**src/rtl/whack_pkg.sv**
```systemverilog
// Shared definitions for the whack-a-mole datapath: difficulty codes, default timings,
// scheduler states and the LFSR seed guard.
package whack_pkg;

  localparam logic [1:0] DIFF_EASY = 2'd0;
  localparam logic [1:0] DIFF_MED  = 2'd1;
  localparam logic [1:0] DIFF_HARD = 2'd2;

  localparam int ON_EASY_MS  = 1000;
  localparam int ON_MED_MS   = 700;
  localparam int ON_HARD_MS  = 450;
  localparam int GAP_BASE_MS = 300;

  // Width of every millisecond length and counter in the scheduler
  localparam int MS_W = 11;

  localparam logic [15:0] LFSR_DEFAULT_SEED = 16'hACE1;

  typedef enum logic [1:0] {
    IDLE = 2'd0,
    GAP  = 2'd1,
    UP   = 2'd2
  } sched_state_t;

  // An all-zero Galois LFSR never leaves zero, so such a seed is swapped out
  function automatic logic [15:0] lfsr_seed_fix(input logic [15:0] seed);
    return (seed == 16'h0000) ? LFSR_DEFAULT_SEED : seed;
  endfunction

endpackage

```
**src/rtl/mole_lfsr.sv**
```systemverilog
// 16-bit Galois LFSR (x^16+x^14+x^13+x^11) with step enable and zero-lock recovery.
// The low OUT_W bits are exported so callers only take what they consume.
module mole_lfsr
  import whack_pkg::*;
#(
  parameter logic [15:0] SEED  = 16'hACE1,
  parameter int          OUT_W = 16
) (
  input  logic             clk,
  input  logic             rst_n,
  input  logic             i_en,
  output logic [OUT_W-1:0] o_rnd
);

  localparam logic [15:0] SEED_EFF = lfsr_seed_fix(SEED);
  localparam logic [15:0] TAPS     = 16'hB400;

  logic [15:0] r_lfsr;
  logic [15:0] w_next;

  if (OUT_W < 1 || OUT_W > 16) begin : g_bad_out_w
    $error("mole_lfsr: OUT_W must be 1..16");
  end

  always_comb begin
    w_next = {1'b0, r_lfsr[15:1]} ^ (r_lfsr[0] ? TAPS : 16'h0000);
    if (r_lfsr == 16'h0000) begin
      w_next = SEED_EFF;
    end
  end

  always_ff @(posedge clk or negedge rst_n) begin
    if (!rst_n) begin
      r_lfsr <= SEED_EFF;
    end else if (i_en) begin
      r_lfsr <= w_next;
    end
  end

  assign o_rnd = r_lfsr[OUT_W-1:0];

endmodule

```
**src/rtl/mole_scheduler.sv**
```systemverilog
// Mole pop-up scheduler: random gap, random hole held up for a difficulty-dependent
// time, and registered hit / miss / wrong pulses for the score counter.
module mole_scheduler
  import whack_pkg::*;
#(
  parameter int          NUM_HOLES = 8,
  parameter int          TICK_DIV  = 100000,
  parameter int          ON_EASY   = ON_EASY_MS,
  parameter int          ON_MED    = ON_MED_MS,
  parameter int          ON_HARD   = ON_HARD_MS,
  parameter int          GAP_BASE  = GAP_BASE_MS,
  parameter logic [15:0] LFSR_SEED = 16'hACE1
) (
  input  logic                 clk,
  input  logic                 rst_n,
  input  logic                 i_enable,
  input  logic [1:0]           i_difficulty,
  input  logic [NUM_HOLES-1:0] i_hit_btn,
  output logic [NUM_HOLES-1:0] o_mole_leds,
  output logic                 o_mole_active,
  output logic                 o_hit_pulse,
  output logic                 o_miss_pulse,
  output logic                 o_wrong_pulse
);

  localparam int HW      = $clog2(NUM_HOLES);
  localparam int PW      = (TICK_DIV > 1) ? $clog2(TICK_DIV) : 1;
  localparam int GAP_MAX = GAP_BASE + 255;
  localparam int LEN_MAX = (GAP_MAX > ON_EASY) ? GAP_MAX : ON_EASY;

  localparam logic [PW-1:0]        TICK_LAST = PW'(TICK_DIV - 1);
  localparam logic [NUM_HOLES-1:0] ONE_HOT0  = {{(NUM_HOLES-1){1'b0}}, 1'b1};

  if (NUM_HOLES < 2 || NUM_HOLES > 16 || (NUM_HOLES & (NUM_HOLES - 1)) != 0) begin : g_bad_holes
    $error("mole_scheduler: NUM_HOLES must be a power of two in 2..16");
  end
  if (TICK_DIV < 1) begin : g_bad_tick
    $error("mole_scheduler: TICK_DIV must be at least 1");
  end
  if (LEN_MAX >= (1 << MS_W) || ON_MED >= (1 << MS_W) || ON_HARD >= (1 << MS_W)) begin : g_bad_len
    $error("mole_scheduler: gap/on lengths do not fit the 11-bit ms counter");
  end

  sched_state_t         r_state, w_nxt_state;
  logic [PW-1:0]        r_presc;
  logic                 w_tick;
  logic [7:0]           w_rnd;

  logic [MS_W-1:0]      r_ms, w_nxt_ms, w_ms_inc;
  logic [MS_W-1:0]      r_gap_len, w_nxt_gap, w_gap_new;
  logic [MS_W-1:0]      r_on_len, w_nxt_on, w_on_sel;
  logic [HW-1:0]        r_hole, w_nxt_hole, w_pick;
  logic [HW-1:0]        r_prev, w_nxt_prev;

  logic [NUM_HOLES-1:0] r_leds, w_nxt_leds;
  logic                 r_active, w_nxt_active;
  logic                 r_hit, w_nxt_hit;
  logic                 r_miss, w_nxt_miss;
  logic                 r_wrong, w_nxt_wrong;
  logic                 w_hit_any, w_wrong_any;

  mole_lfsr #(
    .SEED  (LFSR_SEED),
    .OUT_W (8)
  ) u_lfsr (
    .clk   (clk),
    .rst_n (rst_n),
    .i_en  (i_enable),
    .o_rnd (w_rnd)
  );

  // Prescaler is held at zero in IDLE so a fresh GAP is aligned to whole ticks
  always_ff @(posedge clk or negedge rst_n) begin
    if (!rst_n) begin
      r_presc <= '0;
    end else if (!i_enable || r_state == IDLE || w_tick) begin
      r_presc <= '0;
    end else begin
      r_presc <= r_presc + PW'(1);
    end
  end

  assign w_tick    = (r_state != IDLE) && (r_presc == TICK_LAST);
  assign w_ms_inc  = r_ms + MS_W'(1);
  assign w_gap_new = MS_W'(GAP_BASE) + MS_W'(w_rnd);

  always_comb begin
    case (i_difficulty)
      DIFF_EASY: w_on_sel = MS_W'(ON_EASY);
      DIFF_MED:  w_on_sel = MS_W'(ON_MED);
      default:   w_on_sel = MS_W'(ON_HARD);
    endcase
  end

  // Never show the same hole twice in a row; HW-bit add wraps modulo NUM_HOLES
  assign w_pick = (w_rnd[HW-1:0] == r_prev) ? (w_rnd[HW-1:0] + HW'(1)) : w_rnd[HW-1:0];

  assign w_hit_any   = |(i_hit_btn & r_leds);
  assign w_wrong_any = |(i_hit_btn & ~r_leds);

  always_ff @(posedge clk or negedge rst_n) begin
    if (!rst_n) begin
      r_state <= IDLE;
    end else begin
      r_state <= w_nxt_state;
    end
  end

  always_comb begin
    w_nxt_state  = r_state;
    w_nxt_ms     = r_ms;
    w_nxt_gap    = r_gap_len;
    w_nxt_on     = r_on_len;
    w_nxt_hole   = r_hole;
    w_nxt_prev   = r_prev;
    w_nxt_leds   = '0;
    w_nxt_active = 1'b0;
    w_nxt_hit    = 1'b0;
    w_nxt_miss   = 1'b0;
    w_nxt_wrong  = 1'b0;

    if (!i_enable) begin
      w_nxt_state = IDLE;
      w_nxt_ms    = '0;
    end else begin
      case (r_state)
        IDLE: begin
          w_nxt_state = GAP;
          w_nxt_ms    = '0;
          w_nxt_gap   = w_gap_new;
        end

        GAP: begin
          if (w_tick) begin
            if (w_ms_inc >= r_gap_len) begin
              w_nxt_state  = UP;
              w_nxt_ms     = '0;
              w_nxt_hole   = w_pick;
              w_nxt_on     = w_on_sel;
              w_nxt_leds   = ONE_HOT0 << w_pick;
              w_nxt_active = 1'b1;
            end else begin
              w_nxt_ms = w_ms_inc;
            end
          end
        end

        UP: begin
          // A correct press outranks both a concurrent wrong press and a timeout
          if (w_hit_any) begin
            w_nxt_hit   = 1'b1;
            w_nxt_state = GAP;
            w_nxt_ms    = '0;
            w_nxt_prev  = r_hole;
            w_nxt_gap   = w_gap_new;
          end else begin
            w_nxt_wrong = w_wrong_any;
            if (w_tick && (w_ms_inc >= r_on_len)) begin
              w_nxt_miss  = 1'b1;
              w_nxt_state = GAP;
              w_nxt_ms    = '0;
              w_nxt_prev  = r_hole;
              w_nxt_gap   = w_gap_new;
            end else begin
              w_nxt_leds   = r_leds;
              w_nxt_active = 1'b1;
              if (w_tick) begin
                w_nxt_ms = w_ms_inc;
              end
            end
          end
        end

        default: begin
          w_nxt_state = IDLE;
          w_nxt_ms    = '0;
        end
      endcase
    end
  end

  always_ff @(posedge clk or negedge rst_n) begin
    if (!rst_n) begin
      r_ms      <= '0;
      r_gap_len <= '0;
      r_on_len  <= '0;
      r_hole    <= '0;
      r_prev    <= '0;
      r_leds    <= '0;
      r_active  <= 1'b0;
      r_hit     <= 1'b0;
      r_miss    <= 1'b0;
      r_wrong   <= 1'b0;
    end else begin
      r_ms      <= w_nxt_ms;
      r_gap_len <= w_nxt_gap;
      r_on_len  <= w_nxt_on;
      r_hole    <= w_nxt_hole;
      r_prev    <= w_nxt_prev;
      r_leds    <= w_nxt_leds;
      r_active  <= w_nxt_active;
      r_hit     <= w_nxt_hit;
      r_miss    <= w_nxt_miss;
      r_wrong   <= w_nxt_wrong;
    end
  end

  assign o_mole_leds   = r_leds;
  assign o_mole_active = r_active;
  assign o_hit_pulse   = r_hit;
  assign o_miss_pulse  = r_miss;
  assign o_wrong_pulse = r_wrong;

endmodule
```
**config.mk**
```make
export PLATFORM = sky130hd
export DESIGN_NAME = mole_scheduler
export DESIGN_NICKNAME = d
export VERILOG_FILES = /design/src/rtl/whack_pkg.sv /design/src/rtl/mole_lfsr.sv /design/src/rtl/mole_scheduler.sv
export SDC_FILE = /design/constraint.sdc
export NUM_CORES = 1
export LEC_CHECK = 0
export ABC_AREA = 0
export ABC_CLOCK_PERIOD_IN_PS = 8500
export CORE_MARGIN = 1
export CORE_UTILIZATION = 35
export DETAILED_ROUTE_END_ITERATION = 10
export SKIP_LAST_GASP = 1
export SLEW_MARGIN = 20
export SYNTH_ARGS = -nofsm -noshare
export SYNTH_HDL_FRONTEND = slang
export SYNTH_SLANG_ARGS = --single-unit
```
**constraint.sdc**
```tcl
create_clock -name clk -period 8.5 [get_ports clk]
set_input_delay 1.7 -clock clk [delete_from_list [all_inputs] [get_ports clk]]
set_output_delay 1.7 -clock clk [all_outputs]
set_load 0.005 [all_outputs]
```
==> results of run 1 <==
[metal layers]
| metal | vias up | track usage | share of wire |
|---|---|---|---|
| met5 | - | 0 | 0 |
| met4 | 0 | 0.0711 | 0.021 |
| met3 | 17 | 0.0271 | 0.029 |
| met2 | 48 | 0.241 | 0.46 |
| met1 | 1567 | 0.213 | 0.49 |
| li1 | 1613 | - | - |
[state kept, by name, indices dropped and copies added (netlist names)]
signal	cells
o_wrong_pulse	1
o_miss_pulse	1
r_gap_len	10
r_state	2
r_presc	17
o_mole_leds	8
o_hit_pulse	1
r_hole	3
u_lfsr.r_lfsr	16
r_ms	11
r_prev	3
r_on_len	5
o_mole_active	1
[through the flow]
stage,hold WS [ps],cell area (um^2),util,cells
finish,457,5100,0.421,647
floorplan,418,4370,-,449
CTS,459,5090,0.420,647
global route,499,5100,0.421,647
detailed placement,443,4780,0.394,631
global placement,443,4780,0.394,631
[tightest hold or removal path: stages, from the launching register on]
cell and delay [ps]:
dfrtp_1 320, inv_1 60, nand2_1 50
[cell families (layout without fill, tap and decap cells)]
| group | count (synthesis) | in the layout | synth area share |
|---|---|---|---|
| buf+inv | 53 | 83 | 0.0467 |
| flops | 79 | 79 | 0.455 |
| mux | 12 | 12 | 0.0327 |
| fa+ha+maj | 29 | 29 | 0.0831 |
| xor+xnor | 30 | 30 | 0.0602 |
| simple gates | 159 | 159 | 0.188 |
| compound gates | 87 | 87 | 0.134 |
[layout by cell type, fill, tap and decap left out, types with 6 or more instances in the layout]
| master | instances |
|---|---|
| o22ai_1 | 7 |
| dfstp_2 | 8 |
| xor2_1 | 16 |
| inv_1 | 42 |
| nand4_1 | 8 |
| nand2b_1 | 7 |
| dfrtp_1 | 71 |
| nand3_1 | 18 |
| o22a_1 | 8 |
| o21ai_0 | 24 |
| clkbuf_16 | 9 |
| xnor2_1 | 14 |
| a21oi_1 | 14 |
| nor2_1 | 35 |
| clkdlybuf4s50_1 | 23 |
| ha_1 | 29 |
| mux2_2 | 6 |
| nand2_1 | 50 |
[how the worst max path moves through the flow]
stage                                   endpoint  slack (ps)  depth (start not counted)
final                     r_state[0]$_DFFE_PN0P_        4700                         14
after global routing      r_state[0]$_DFFE_PN0P_        4380                         14
after CTS                 r_state[0]$_DFFE_PN0P_        4350                         14
after detailed placement  r_state[0]$_DFFE_PN0P_        4070                          7
after global placement    r_state[0]$_DFFE_PN0P_        4210                          7
after floorplan            r_prev[0]$_DFFE_PN0P_        5360                         14
[where the power goes]
part           switching, uW  internal, uW  leakage (uW)  total (uW)
sequential              42.8           436       0.00102         478
combinational            154           106       0.00115         260
clock                    156           256      0.000148         412
[final cells by class]
cell class | count | area [um^2] | area share
sequential | 79 | 1990 | 0.390
tap | 168 | 210 | 0.0412
clock buffer | 10 | 229 | 0.0449
timing repair buffer | 25 | 249 | 0.0488
inverter | 42 | 158 | 0.0309
multi-input combinational | 317 | 2180 | 0.428
clock inverter | 6 | 85.1 | 0.0167
==> out/metrics.yaml, run 1 <==
status: "finished clean"
worst_pin_slew_ps: 986
r2r_setup_slack_ps: 4700
holdPathEnd: "r_on_len[7]$_DFFE_PN0P_"
setup_slack_ps: 4700
first_pass_iters: 4
clock-root-buffer: "clkbuf_16"
synth_top_flop_cell: "dfrtp_1"
initial_utilization: 0.361
power_density_nw_per_um2: 226
critPathLaunch: "r_ms[0]$_DFFE_PN0P_"
hold_violations: 0
dp_slack_ps: 4070
drc: 0
ys.warnings.count: 0
relSlewSlack: 0.343
syn_area_per_cell_um2: 9.73
core_area_um2: 12100
gp_congestion: 0.817
synth-edff-count: 0
crit_arrival_ps: 4020
clk_pin_slew_ps: 60
crit_required_ps: 8720
maxSlewViolCount: 0
ant_nets: 0
timing.fmax_mhz: 263
rows: 40
finalCriticalPeriod_ps: 3800
via_per_inst: 5.02
grt_pass1_vias: 3210
slowest_stage: "nor2b_2"
netlist.top_cell.by_area: "dfrtp_1"
insertion_delay_ps: 340
ioPinCount: 25
dpl.hpwl_um: 6500
synth_top_area_share: 0.407
cp_num_buf_inv: 1
grt_max_degree: 80
hp-class: "reg -> reg"
area_growth_syn_to_layout_pct: 16.7
n_fill_cell: 1200
ir_drop_mv: 0.0766
setup_viol: 0
fin_setup_tns_ps: 0
overflow: 0
cts_buffers: 9
critPathMaxFanout: 18
portBuffers: 24
ys_seq_area_frac: 0.455
cts-htree-levels: 3
cp-end-kind: "flip-flop"
fin_total_pwr_uw: 1150
syn-num-nets: 491
drv_cap: 0
drt_iter0_markers: 146
crit_path_start_kind: "flip-flop"
hp-start: "r_on_len[7]$_DFFE_PN0P_"
yosys-top-cells-count: "71 x dfrtp_1, 50 x nand2_1, 42 x inv_1"
routed_wl_um: 9130
fin_skew_ps: 8.09
cts_resized: 0
p_leak_uw: 0.00232
wire_per_inst_um: 14.1
vias: 3245
ys_async_sr_fraction: 1.00
min_period_over_period: 0.447
cts.sinks: 79
syn_inst: 449
chipHeight_um: 114
reg2reg_from: "r_ms[0]$_DFFE_PN0P_"
critical_path.most_common_cell: "ha_1"
tritoncts: "done"
fp.dieW_um: 114
post_synth_num_cell_types: 58
drive_gt1_frac: 0.100
antenna_cells: 0
yosysMostFrequentCell: "dfrtp_1"
ctsHoldBuffers: 0
reg2reg_depth: 14
fin_nets: 516
slowest_delay_ps: 600
crit_chain: "ha_1 > nand4_2 > or2_2 > nor2_1 > xnor2_1 > inv_1 > ha_1 > nand3_1 > a311oi_1 > o31ai_1 > a31o_2 > nor2b_2 > and4b_1 > a211o_1"
crit_type: "reg -> reg"
track_usage: 0.156
reg2reg_to: "r_state[0]$_DFFE_PN0P_"
cts_setup_buffers: 0
hold_depth: 2
grt_pass1_wl_um: 15700
ys_seq_elements: 79
cts_buffer_depth: 2
rsz0062_at_grt: "no"
antenna_found_initial: 0
cpLargestDelayFamily: "simple AND/OR/NAND/NOR gates"
dieArea_um2: 12900
yosys-top-cells-area: "dfrtp_1 41%, ha_1 8.3%, dfstp_2 4.8%, nand2_1 4.3%, inv_1 3.6%"
synth_area_um2: 4370
Note: power is estimated with default switching activity, not from simulation.
==> inputs of run 2 (changes only) <==
- ABC_CLOCK_PERIOD_IN_PS: 8500 -> 3300
- clock period: 8.5 -> 3.3 ns (I/O delays scaled with it)
==> out/metrics.yaml, run 2 (synthesized netlist as in run 1, its figures left out) <==
maxSlewViolCount: 0
finalCriticalPeriod_ps: 3140
chipHeight_um: 114
min_period_over_period: 0.952
crit_arrival_ps: 3370
fin_util: 0.439
via_per_inst: 5.03
ctsHoldBuffers: 0
fin_total_pwr_uw: 2980
grt_max_degree: 80
routed_wl_um: 9430
drive_gt1_frac: 0.153
antenna_cells: 0
gp_congestion: 0.808
fin_nets: 526
portBuffers: 24
clock-root-buffer: "clkbuf_16"
track_usage: 0.158
fin_skew_ps: 6.10
rows: 40
dpl.hpwl_um: 6700
power_density_nw_per_um2: 560
critical_path.most_common_cell: "ha_4"
ir_drop_mv: 0.356
timing.fmax_mhz: 318
p_leak_uw: 0.00238
fp.dieW_um: 114
grt_pass1_vias: 3377
dieArea_um2: 12900
critPathMaxFanout: 4
final_common_cell: "dfrtp_1"
clk_pin_slew_ps: 60
cts-htree-levels: 3
cts_buffer_depth: 2
drt_iter0_markers: 160
reg_top3: "r_presc: 17 flops, u_lfsr.r_lfsr: 16 flops, r_ms: 11 flops"
hold_violations: 0
ant_nets: 0
cp_num_buf_inv: 1
wire_per_inst_um: 14.3
r2r_setup_slack_ps: 160
crit_type: "reg -> reg"
slowest_stage: "dfrtp_1"
relSlewSlack: 0.462
insertion_delay_ps: 340
vias: 3305
core_area_um2: 12100
slowest_delay_ps: 420
largest_reg_flops: 17
drc: 0
crit_required_ps: 3520
cts_buffers: 9
regMostFlops: "r_presc"
first_pass_iters: 4
tritoncts: "done"
reg2reg_to: "r_prev[1]$_DFFE_PN0P_"
worst_pin_slew_ps: 801
most-common-layout-cells: "71 x dfrtp_1, 50 x nand2_1, 42 x inv_1"
setup_viol: 0
status: "finished clean"
initial_utilization: 0.361
grt_pass1_wl_um: 16000
drv_cap: 0
antenna_found_initial: 0
reg2reg_depth: 13
reg2reg_from: "r_ms[1]$_DFFE_PN0P_"
cp-end-kind: "flip-flop"
crit_chain: "ha_4 > nand4_2 > buf_4 > or3_1 > nand2_1 > ha_4 > nand3_1 > a311oi_2 > o31ai_2 > a31o_2 > and2_1 > or2_4 > mux2_4"
n_fill_cell: 1213
cts.sinks: 79
overflow: 0
hp-class: "in -> async"
crit_path_start_kind: "flip-flop"
cpLargestDelayFamily: "simple AND/OR/NAND/NOR gates"
area_growth_syn_to_layout_pct: 21.7
ioPinCount: 25
==> run 2: cell types whose count changed in the layout (fill, tap and decap cells not counted), sizes merged <==
cell	before	now
clkinvlp	2	0
clkbuf	10	9
inv	42	46
buf	2	12
bufinv	2	1
==> run 2: power by group <==
group          switching [uW]  internal (uW)  leakage, uW  total (uW)
Clock                     429            602     0.000153        1030
Combinational             410            307      0.00120         716
Sequential                108           1120      0.00102        1230
==> run 2: final cells by class <==
| class | count | area (um^2) | area share |
|---|---|---|---|
| tap | 168 | 210 | 0.0395 |
| clock inverter | 7 | 85.1 | 0.0160 |
| inverter | 42 | 158 | 0.0297 |
| clock buffer | 9 | 225 | 0.0424 |
| sequential | 79 | 1990 | 0.374 |
| multi-input combinational | 317 | 2310 | 0.435 |
| timing repair buffer | 35 | 340 | 0.0640 |
==> run 2: how the worst max path moves through the flow <==
stage,from,endpoint,slack (ps),cells after the start
finish,r_ms[1]$_DFFE_PN0P_,r_prev[1]$_DFFE_PN0P_,160,13
global route,r_ms[0]$_DFFE_PN0P_,r_prev[2]$_DFFE_PN0P_,-3,14
CTS,r_ms[1]$_DFFE_PN0P_,r_prev[1]$_DFFE_PN0P_,5,14
detailed placement,r_ms[1]$_DFFE_PN0P_,r_gap_len[4]$_DFFE_PN0P_,-30,14
global placement,r_ms[1]$_DFFE_PN0P_,o_mole_leds[7]$_DFFE_PN0P_,90,14
floorplan,r_ms[0]$_DFFE_PN0P_,r_prev[0]$_DFFE_PN0P_,160,14
==> run 2: metrics by stage <==
stage	area [um^2]	setup TNS (ps)	hold slack [ps]	worst slack, ps	cells
after global placement	4850	0	435	90.9	639
after detailed placement	4850	-121	449	-29.3	639
after global routing	5320	-5.14	428	-3.31	657
after CTS	5170	0	466	5.47	655
after floorplan	4370	0	364	162	449
final	5320	0	340	159	657
==> run 2: timing repair <==
item,CTS,global route
resized for setup,1,22
setup buffers,0,2
pin swaps,0,2
endpoints found under the setup margin,10,32
==> run 2: layer usage <==
metal  up-vias  GRT usage  part of all wire
li1       1644          -                 -
met1      1580      0.206              0.47
met2        59      0.254              0.48
met3        22     0.0335             0.029
met4         0     0.0684             0.026
met5         -          0                 0
